[config.mk]
export PLATFORM = sky130hd
export DESIGN_NAME = id_authentication_flat
export DESIGN_NICKNAME = d
export VERILOG_FILES = /design/src/rtl/id_authentication_if.sv /design/src/rtl/id_authentication.sv /design/src/flat_wrapper.sv
export SDC_FILE = /design/constraint.sdc
export NUM_CORES = 1
export LEC_CHECK = 0
export CORE_AREA = 8 8 66 96
export CTS_CLUSTER_DIAMETER = 100
export CTS_CLUSTER_SIZE = 14
export DETAILED_ROUTE_END_ITERATION = 10
export DIE_AREA = 0 0 74 104
export PLACE_DENSITY = 0.63
export RECOVER_POWER = 100
export SETUP_SLACK_MARGIN = 0.15
export SLEW_MARGIN = 20
export SYNTH_ARGS = -nofsm -noshare
export SYNTH_HDL_FRONTEND = slang
export SYNTH_SLANG_ARGS = --single-unit
export TNS_END_PERCENT = 5
[constraint.sdc]
create_clock -name clk -period 4.5 [get_ports clk]
set_input_delay 0.45 -clock clk [delete_from_list [all_inputs] [get_ports clk]]
set_output_delay 0.45 -clock clk [all_outputs]
set_load 0.05 [all_outputs]
[src/rtl/id_authentication_if.sv]
// ----------------------------------------------------------------------------
// id_authentication_if
// Purpose : Bundles the signals between the ID-entry stage, its keypad/switch
//           source, the user-ID ROM and the password stage.
// Signals :
//   UserLoad             keypad -> id stage, one-cycle "latch digit" pulse
//   UserDigit[3:0]       keypad -> id stage, digit value
//   logout               password stage -> id stage, clears the session
//   logout_from_gamectrl game control -> id stage, clears the session
//   addr[2:0]            id stage -> ROM, registered read address
//   data_rom_ID[15:0]    ROM -> id stage, read data one cycle after addr
//   matchedID            id stage -> password stage, ID accepted (held)
//   ID_internal[2:0]     id stage -> password stage, matched ROM index
//   isGuest              id stage -> password stage, guest login (held)
//   IDFailLED            id stage -> LED, last attempt failed (held)
// Modports: master = keypad/ROM/password side, slave = id_authentication.
// ----------------------------------------------------------------------------
interface id_authentication_if;
  logic        UserLoad;
  logic [3:0]  UserDigit;
  logic        logout;
  logic        logout_from_gamectrl;
  logic [2:0]  addr;
  logic [15:0] data_rom_ID;
  logic        matchedID;
  logic [2:0]  ID_internal;
  logic        isGuest;
  logic        IDFailLED;

  modport master (
    output UserLoad, UserDigit, logout, logout_from_gamectrl, data_rom_ID,
    input  addr, matchedID, ID_internal, isGuest, IDFailLED
  );

  modport slave (
    input  UserLoad, UserDigit, logout, logout_from_gamectrl, data_rom_ID,
    output addr, matchedID, ID_internal, isGuest, IDFailLED
  );
endinterface

[src/rtl/id_authentication.sv]
// ----------------------------------------------------------------------------
// id_authentication
// Purpose : Collects a 4-digit user ID, then scans the synchronous user-ID
//           ROM entry by entry. On a hit (or the guest ID) it raises
//           matchedID with the ROM index / guest flag and holds them until
//           a logout. A full scan without a hit lights IDFailLED.
// Ports   :
//   clk  - system clock, rising edge
//   rst  - asynchronous active-high reset
//   bus  - id_authentication_if.slave (digit input, ROM port, results)
// Parameters:
//   NUM_IDS  - ROM entries scanned (1..8)
//   GUEST_ID - ID that logs in as guest without a ROM lookup
//   EMPTY_ID - ROM content marking an unused slot (never matches)
// ----------------------------------------------------------------------------
module id_authentication #(
  parameter int unsigned NUM_IDS  = 8,
  parameter logic [15:0] GUEST_ID = 16'h0000,
  parameter logic [15:0] EMPTY_ID = 16'hFFFF
) (
  input  logic               clk,
  input  logic               rst,
  id_authentication_if.slave bus
);

  typedef enum logic [1:0] {
    ENTRY   = 2'd0,
    FETCH   = 2'd1,
    COMPARE = 2'd2,
    MATCHED = 2'd3
  } state_t;

  localparam logic [2:0] LAST_ADDR = 3'(NUM_IDS - 1);

  // Registered state
  state_t      r_state;
  logic [1:0]  r_count;
  logic [15:0] r_id;
  logic [2:0]  r_addr;
  logic        r_matched;
  logic [2:0]  r_id_internal;
  logic        r_is_guest;
  logic        r_fail;

  // Next-state values
  state_t      w_state_nxt;
  logic [1:0]  w_count_nxt;
  logic [15:0] w_id_nxt;
  logic [2:0]  w_addr_nxt;
  logic        w_matched_nxt;
  logic [2:0]  w_id_internal_nxt;
  logic        w_is_guest_nxt;
  logic        w_fail_nxt;

  logic        w_logout;
  logic [15:0] w_id_shift;
  logic        w_rom_hit;

  assign w_logout   = bus.logout | bus.logout_from_gamectrl;
  // The digit being loaded now is part of the ID compared on the 4th load.
  assign w_id_shift = {r_id[11:0], bus.UserDigit};
  assign w_rom_hit  = (bus.data_rom_ID == r_id) && (bus.data_rom_ID != EMPTY_ID);

  // NOTE: every next-state signal gets a hold default before the case
  // statement, so no path leaves one unassigned and no latch is inferred.
  always_comb begin
    w_state_nxt       = r_state;
    w_count_nxt       = r_count;
    w_id_nxt          = r_id;
    w_addr_nxt        = r_addr;
    w_matched_nxt     = r_matched;
    w_id_internal_nxt = r_id_internal;
    w_is_guest_nxt    = r_is_guest;
    w_fail_nxt        = r_fail;

    if (w_logout) begin
      // Logout wins over a digit load or a COMPARE result in the same cycle;
      // the fail LED keeps showing the outcome of the last attempt.
      w_state_nxt       = ENTRY;
      w_count_nxt       = 2'd0;
      w_id_nxt          = 16'h0000;
      w_addr_nxt        = 3'd0;
      w_matched_nxt     = 1'b0;
      w_id_internal_nxt = 3'd0;
      w_is_guest_nxt    = 1'b0;
    end else begin
      unique case (r_state)
        ENTRY: begin
          if (bus.UserLoad) begin
            w_id_nxt = w_id_shift;
            if (r_count == 2'd0) begin
              w_fail_nxt = 1'b0;
            end
            if (r_count == 2'd3) begin
              w_count_nxt = 2'd0;
              if (w_id_shift == GUEST_ID) begin
                w_state_nxt       = MATCHED;
                w_matched_nxt     = 1'b1;
                w_is_guest_nxt    = 1'b1;
                w_id_internal_nxt = 3'd0;
              end else begin
                w_addr_nxt  = 3'd0;
                w_state_nxt = FETCH;
              end
            end else begin
              w_count_nxt = r_count + 2'd1;
            end
          end
        end

        // ROM data for r_addr is valid one cycle after the address changes.
        FETCH: w_state_nxt = COMPARE;

        COMPARE: begin
          if (w_rom_hit) begin
            w_state_nxt       = MATCHED;
            w_matched_nxt     = 1'b1;
            w_id_internal_nxt = r_addr;
            w_is_guest_nxt    = 1'b0;
          end else if (r_addr == LAST_ADDR) begin
            w_state_nxt = ENTRY;
            w_fail_nxt  = 1'b1;
            w_id_nxt    = 16'h0000;
          end else begin
            w_addr_nxt  = r_addr + 3'd1;
            w_state_nxt = FETCH;
          end
        end

        // Results held; further digits belong to the password stage.
        MATCHED: ;

        default: w_state_nxt = ENTRY;
      endcase
    end
  end

  // NOTE: state registers use non-blocking assignments so every register
  // samples the values from before this edge, independent of statement order.
  always_ff @(posedge clk or posedge rst) begin
    if (rst) begin
      r_state       <= ENTRY;
      r_count       <= 2'd0;
      r_id          <= 16'h0000;
      r_addr        <= 3'd0;
      r_matched     <= 1'b0;
      r_id_internal <= 3'd0;
      r_is_guest    <= 1'b0;
      r_fail        <= 1'b0;
    end else begin
      r_state       <= w_state_nxt;
      r_count       <= w_count_nxt;
      r_id          <= w_id_nxt;
      r_addr        <= w_addr_nxt;
      r_matched     <= w_matched_nxt;
      r_id_internal <= w_id_internal_nxt;
      r_is_guest    <= w_is_guest_nxt;
      r_fail        <= w_fail_nxt;
    end
  end

  // All outputs come straight from registers.
  assign bus.addr        = r_addr;
  assign bus.matchedID   = r_matched;
  assign bus.ID_internal = r_id_internal;
  assign bus.isGuest     = r_is_guest;
  assign bus.IDFailLED   = r_fail;

endmodule

[src/flat_wrapper.sv]
// flat-port wrapper written by rule: the top's interface ports become plain ports
module id_authentication_flat 
#(
  parameter int unsigned NUM_IDS  = 8,
  parameter logic [15:0] GUEST_ID = 16'h0000,
  parameter logic [15:0] EMPTY_ID = 16'hFFFF
)
  (clk, rst, bus_UserLoad, bus_UserDigit, bus_logout, bus_logout_from_gamectrl, bus_data_rom_ID, bus_addr, bus_matchedID, bus_ID_internal, bus_isGuest, bus_IDFailLED);
  id_authentication_if bus_i ();
  input  logic clk;
  input  logic rst;
  input wire logic [$bits(bus_i.UserLoad)-1:0] bus_UserLoad;
  input wire logic [$bits(bus_i.UserDigit)-1:0] bus_UserDigit;
  input wire logic [$bits(bus_i.logout)-1:0] bus_logout;
  input wire logic [$bits(bus_i.logout_from_gamectrl)-1:0] bus_logout_from_gamectrl;
  input wire logic [$bits(bus_i.data_rom_ID)-1:0] bus_data_rom_ID;
  output wire logic [$bits(bus_i.addr)-1:0] bus_addr;
  output wire logic [$bits(bus_i.matchedID)-1:0] bus_matchedID;
  output wire logic [$bits(bus_i.ID_internal)-1:0] bus_ID_internal;
  output wire logic [$bits(bus_i.isGuest)-1:0] bus_isGuest;
  output wire logic [$bits(bus_i.IDFailLED)-1:0] bus_IDFailLED;
  assign bus_i.UserLoad = bus_UserLoad;
  assign bus_i.UserDigit = bus_UserDigit;
  assign bus_i.logout = bus_logout;
  assign bus_i.logout_from_gamectrl = bus_logout_from_gamectrl;
  assign bus_i.data_rom_ID = bus_data_rom_ID;
  assign bus_addr = bus_i.addr;
  assign bus_matchedID = bus_i.matchedID;
  assign bus_ID_internal = bus_i.ID_internal;
  assign bus_isGuest = bus_i.isGuest;
  assign bus_IDFailLED = bus_i.IDFailLED;
  id_authentication #(.NUM_IDS(NUM_IDS), .GUEST_ID(GUEST_ID), .EMPTY_ID(EMPTY_ID)) u_core (.clk(clk), .rst(rst), .bus(bus_i));
endmodule
# [Yosys cells after proc, flatten, opt, wreduce, memory -nomap -nowiden]
# Cells that the tools add are included.
[classes] n_addsub=2 n_eq_ne=18 muxes=43 bitwise=2 reduce_logical=15
[ops] operator="2-to-1 mux 16 bit" count=4
[ops] operator="2-to-1 mux 3 bit" count=11
[ops] operator="one-hot mux 16 bit (2 select lines)" count=1
[ops] operator="2-to-1 mux 2 bit" count=9
[ops] operator="== test 16 bit" count=1
[ops] operator="logical NOT 16 bit" count=1
[ops] operator="!= test 16 bit (second input constant)" count=1
[ops] operator="2-to-1 mux 1 bit" count=12
[ops] operator="!= test 3 x 1 -> 1 bit (second input constant)" count=4
[ops] operator="!= test 3 x 2 -> 1 bit (second input constant)" count=4
[ops] operator="one-hot mux 3 bit (2 select lines)" count=2
[ops] operator="AND reduction 6 bit" count=2
[ops] operator="one-hot mux 1 bit (2 select lines)" count=3
[ops] operator="one-hot mux 2 bit (3 select lines)" count=1
[ops] operator="nonzero test 2 bit" count=3
[ops] operator="AND reduction 5 bit" count=1
[ops] operator="== test 2 bit (second input constant)" count=2
[ops] operator="logical NOT 2 bit" count=2
[ops] operator="!= test 2 x 1 -> 1 bit (second input constant)" count=2
[ops] operator="!= test 2 bit (second input constant)" count=2
[ops] operator="AND reduction 4 bit" count=1
[ops] operator="nonzero test 4 bit" count=1
[ops] operator="adder 3 x 1 -> 3 bit (second input constant)" count=1
[ops] operator="== test 3 bit (second input constant)" count=1
[ops] operator="8 further kinds" count=8
[totals] regBits=29 input_bits=25 out_inout_bits=9 elab_cells=88

# [Longest topological paths before layout]
[logic_depth] depth_word=6 mapped_depth=9 mapped_depth_nobuf=7

# [Least setup slack after synthesis]
# OpenSTA, ideal clock, no wires.
[synth_path] path_type="reg-to-reg" from="register u_core.r_addr[0] (netlist: u_core.bus.addr[0])" to="register u_core.r_id[10]" setup_time_ns=0.121 arrival_time_ns=1.938 required_time_ns=4.379 setup_slack_ns=2.441 stages_incl_launch_ff=8 n_path_buf=1 period_less_slack_ns=2.059 cell_sequence="dfrtp_1 ha_1 ha_1 nor2_1 o31ai_1 o31ai_4 buf_6 a22o_2"
[synth_between] elab_chain_len=3
[synth_lines] element="start, declared" line="id_authentication.sv:39" source="logic [2:0] r_addr;"
[synth_lines] element="start signal, assigned" line="id_authentication.sv:154" source="r_addr <= w_addr_nxt;"
[synth_lines] element="== test 3 bit" line="id_authentication.sv:120" source="end else if (r_addr == LAST_ADDR) begin"
[synth_lines] element="!= test 3 x 1 -> 1 bit (no line)"
[synth_lines] element="AND reduction 4 bit (no line)"
[synth_lines] element="end signal, assigned" line="id_authentication.sv:153" source="r_id <= w_id_nxt;"
[synth_lines] element="end, declared" line="id_authentication.sv:38" source="logic [15:0] r_id;"
# No other way between the ends.
# A chain may end at the register's enable or synchronous reset.

# [Final worst setup path]
[layout_path] from="register u_core.r_state[1]" to="register u_core.r_fail (netlist: u_core.bus.IDFailLED)"
[layout_between] elab_chain_len=3 elab_cells_between_ends=9 cone_classes="5 x eq/ne; 1 x mux; 3 x reduce/logical"
[layout_lines] element="start, declared" line="id_authentication.sv:36" source="state_t r_state;"
[layout_lines] element="start signal, assigned" line="id_authentication.sv:151" source="r_state <= w_state_nxt;"
[layout_lines] element="== test 2 bit or logical NOT 2 bit (tied branches)" line="id_authentication.sv:87" source="unique case (r_state)"
[layout_lines] element="!= test 2 bit (no line), or another cell as far along"
[layout_lines] element="AND reduction 6 bit (no line)"
[layout_lines] element="end signal, assigned" line="id_authentication.sv:158" source="r_fail <= w_fail_nxt;"
[layout_lines] element="end, declared" line="id_authentication.sv:43" source="logic r_fail;"
# Several ways; a longest one is shown, not always the timed one.

==> out/qor.csv <==
metric,value,unit
Commonest cells post-synth,"dfrtp_1 (29), xnor2_1 (16), a22o_2 (10)",
Tmin final,3.01,ns
Final Cycle Share,66.8,%
Cell variety after synth,33,
CP Max Fanout,17,
cell count after synthesis,157,
Final Max Tran Viols,18,
CTS tree,built,
WHS Path Cells,1,
hold wc startpoint,u_core.bus.isGuest$_DFFE_PP0P_,
CP max-delay cell,nor3_1,
P per Cell Area,268,nW/µm²
Worst-Skew Late Latency,0.29,ns
Hold Slack,0.487,ns
Die Wd,74,µm
Antenna diodes,0,
synthesized cell area,1670,µm²
Yosys top cell by area,dfrtp_1,
r2r setup slk,1.49,ns
most area-consuming cells after synthesis,"dfrtp_1 (43%), xnor2_1 (8.4%), a22o_2 (6.0%)",
fmax,0.332,GHz
register area share after synthesis,43.3,%
cell mode on critical path,nand2_1,
syn_area_per_cell,10.7,µm²
post-DR wirelength/cell,16.3,µm
"Top FF cell, synth",dfrtp_1,
Layout Cells excl Fill,261,
"Power, Total",0.575,mW
CP arrival,3.18,ns
hold worst-path end,u_core.bus.isGuest$_DFFE_PP0P_,
Synth-to-Final Area Change,28.0,%
H-tree depth,2,
status,finished with violations,
Critical path buffers and inverters,1,
largest net degree at the start of global routing,30,
first-pass GRT wire length,7.27,mm
Core Area,5000,µm²
Worst R2R Path Depth,6,
Pre-Repair DR Iteration Count,4,
DP Worst Slack,1.88,ns
Required @ worst endpoint,4.67,ns
die area,7700,µm²
slowest cell delay on critical path,1.48,ns
clk sink count,29,
post-synth net total,189,
most frequent cell after synthesis,dfrtp_1,
vias in the first global route,1476,
"Hold Violations, Final",0,
nets,224,
clock slew at reported path FFs,0.07,ns
critical path cell sequence,inv_1 > ha_1 > nand2_1 > nor3_1 > nand2_1 > a22o_1,
io pins,34,
crit path launch type,flip-flop,
PortBufs,33,
Longest Clk Path Bufs,2,
Root Driver,clkbuf_8,
routed vias,1391,
violated checks,"capacitance limit, slew limit",
max_cap viols,1,
CTS buffer count,5,
Starting DRT DRC Count,76,
Synth async-reset ratio,100,%
routability cong.,0.808,
Starting Density,33.5,%
Routed WL,4.26,mm
detailed placement HPWL,3.28,mm
CP top delay family,simple AND/OR/NAND/NOR gates,
number of synthesized flops with an enable pin,0,
Vias/cell,5.33,
Slew headroom,-25.9,%
maximum vdd drop,0.146,mV
Worst Tran Pin Value,1.87,ns
skew final,0.00950,ns
setup ws final,1.49,ns
Ys Warns,0,
fraction of layout cells with a size suffix above 1,14.0,%
Reg2Reg Launch Point,u_core.r_state[1]$_DFFE_PP0P_,
total track usage,11.9,%
post-CTS sizing,0,
Final setup viols,0,
hold buffer count at cts,0,
Die Ht,104,µm
Yosys reg bits,29,
num rows,32,
RSZ-0062 raised after global routing,false,
post-route ant nets,0,
Fillers,493,
crit path kind,reg2reg,
Overflow after GRT,0,
Crit Reg-Reg Endpoint,u_core.bus.IDFailLED$_DFFE_PP0P_,
Synth top area share,43.3,%
initial antenna violation count,0,
post-route DRC violation count,0,
Hold Path Class,reg2reg,
LEAKAGE,0.919,nW
Placed Cells,253,
post-route setup TNS,0,ns
Critical Path End Type,flip-flop,
postcts setup bufs,0,
==> final cells by class <==
type                            count  area [µm²]  share of cell area (%)
Multi-Input combinational cell    115         870                    40.6
Sequential cell                    29         726                    33.9
Timing Repair Buffer               33         330                    15.4
Clock buffer                        7        96.3                    4.50
Tap cell                           68        85.1                    3.97
Inverter                            8        30.0                    1.40
Clock inverter                      1        5.00                   0.234
==> power breakdown <==
group	switching (mW)	total [mW]	internal (mW)	leakage, nW
clock	0.105	0.243	0.138	0.0542
combinational	0.0322	0.0648	0.0325	0.463
sequential	0.00333	0.267	0.264	0.402
total	0.141	0.575	0.434	0.919
==> how the worst max path moves through the flow <==
stage	from	endpoint	slack (ns)	cells after the start
final	u_core.r_state[1]$_DFFE_PP0P_	u_core.bus.IDFailLED$_DFFE_PP0P_	1.49	6
after global routing	u_core.r_state[1]$_DFFE_PP0P_	u_core.bus.IDFailLED$_DFFE_PP0P_	1.14	6
after CTS	u_core.r_state[1]$_DFFE_PP0P_	u_core.bus.IDFailLED$_DFFE_PP0P_	2.09	6
after detailed placement	bus_data_rom_ID[13]	u_core.r_id[5]$_DFFE_PP0P_	1.88	6
after global placement	bus_UserLoad	u_core.bus.IDFailLED$_DFFE_PP0P_	1.90	5
after floorplan	u_core.bus.addr[0]$_DFFE_PP0P_	u_core.r_id[10]$_DFFE_PP0P_	2.44	7
==> per-layer routing <==
| layer | GRT usage [%] | wire length [µm] |
|---|---|---|
| met1 | 13.3 | 1780 |
| met2 | 20.1 | 2200 |
| met3 | 3.67 | 215 |
| met4 | 4.60 | 70 |
| met5 | 0 | 0 |
==> cells in the final DEF (no fill, tap or decap), types with 7 or more instances in the layout <==
cell type        synthesis  layout
dlygate4sd3_1            0      12
a22o_1                   9       9
xnor2_1                 16      16
inv_1                    8       8
clkdlybuf4s50_1          0      21
nor2_1                   8       8
dfrtp_1                 29      29
nand4_1                  9       9
clkbuf_8                 0       7
ha_1                     7       7
a22o_2                  10      10
nand2_1                  8       8
==> through the flow <==
stage	util (%)	area, µm²
floorplan	-	1670
detailed placement	41.2	2060
global placement	41.2	2060
global route	42.8	2140
CTS	43.2	2160
finish	42.8	2140
==> flip-flops by register name, summed over array words and instances, names as in the netlist <==
signal / cells
u_core.bus.addr: 3
u_core.bus.ID_internal: 3
u_core.r_state: 2
u_core.r_count: 2
u_core.bus.matchedID: 1
u_core.bus.isGuest: 1
u_core.r_id: 16
u_core.bus.IDFailLED: 1
==> cells by family after synthesis <==
logic type	count (synthesis)	share of synthesized area, %
flops	29	43.3
xor+xnor	16	8.37
compound gates	39	19.7
mux	5	3.36
buf+inv	13	3.44
simple gates	48	16.6
fa+ha+maj	7	5.23
No activity file was read; power rests on OpenSTA's default activity.
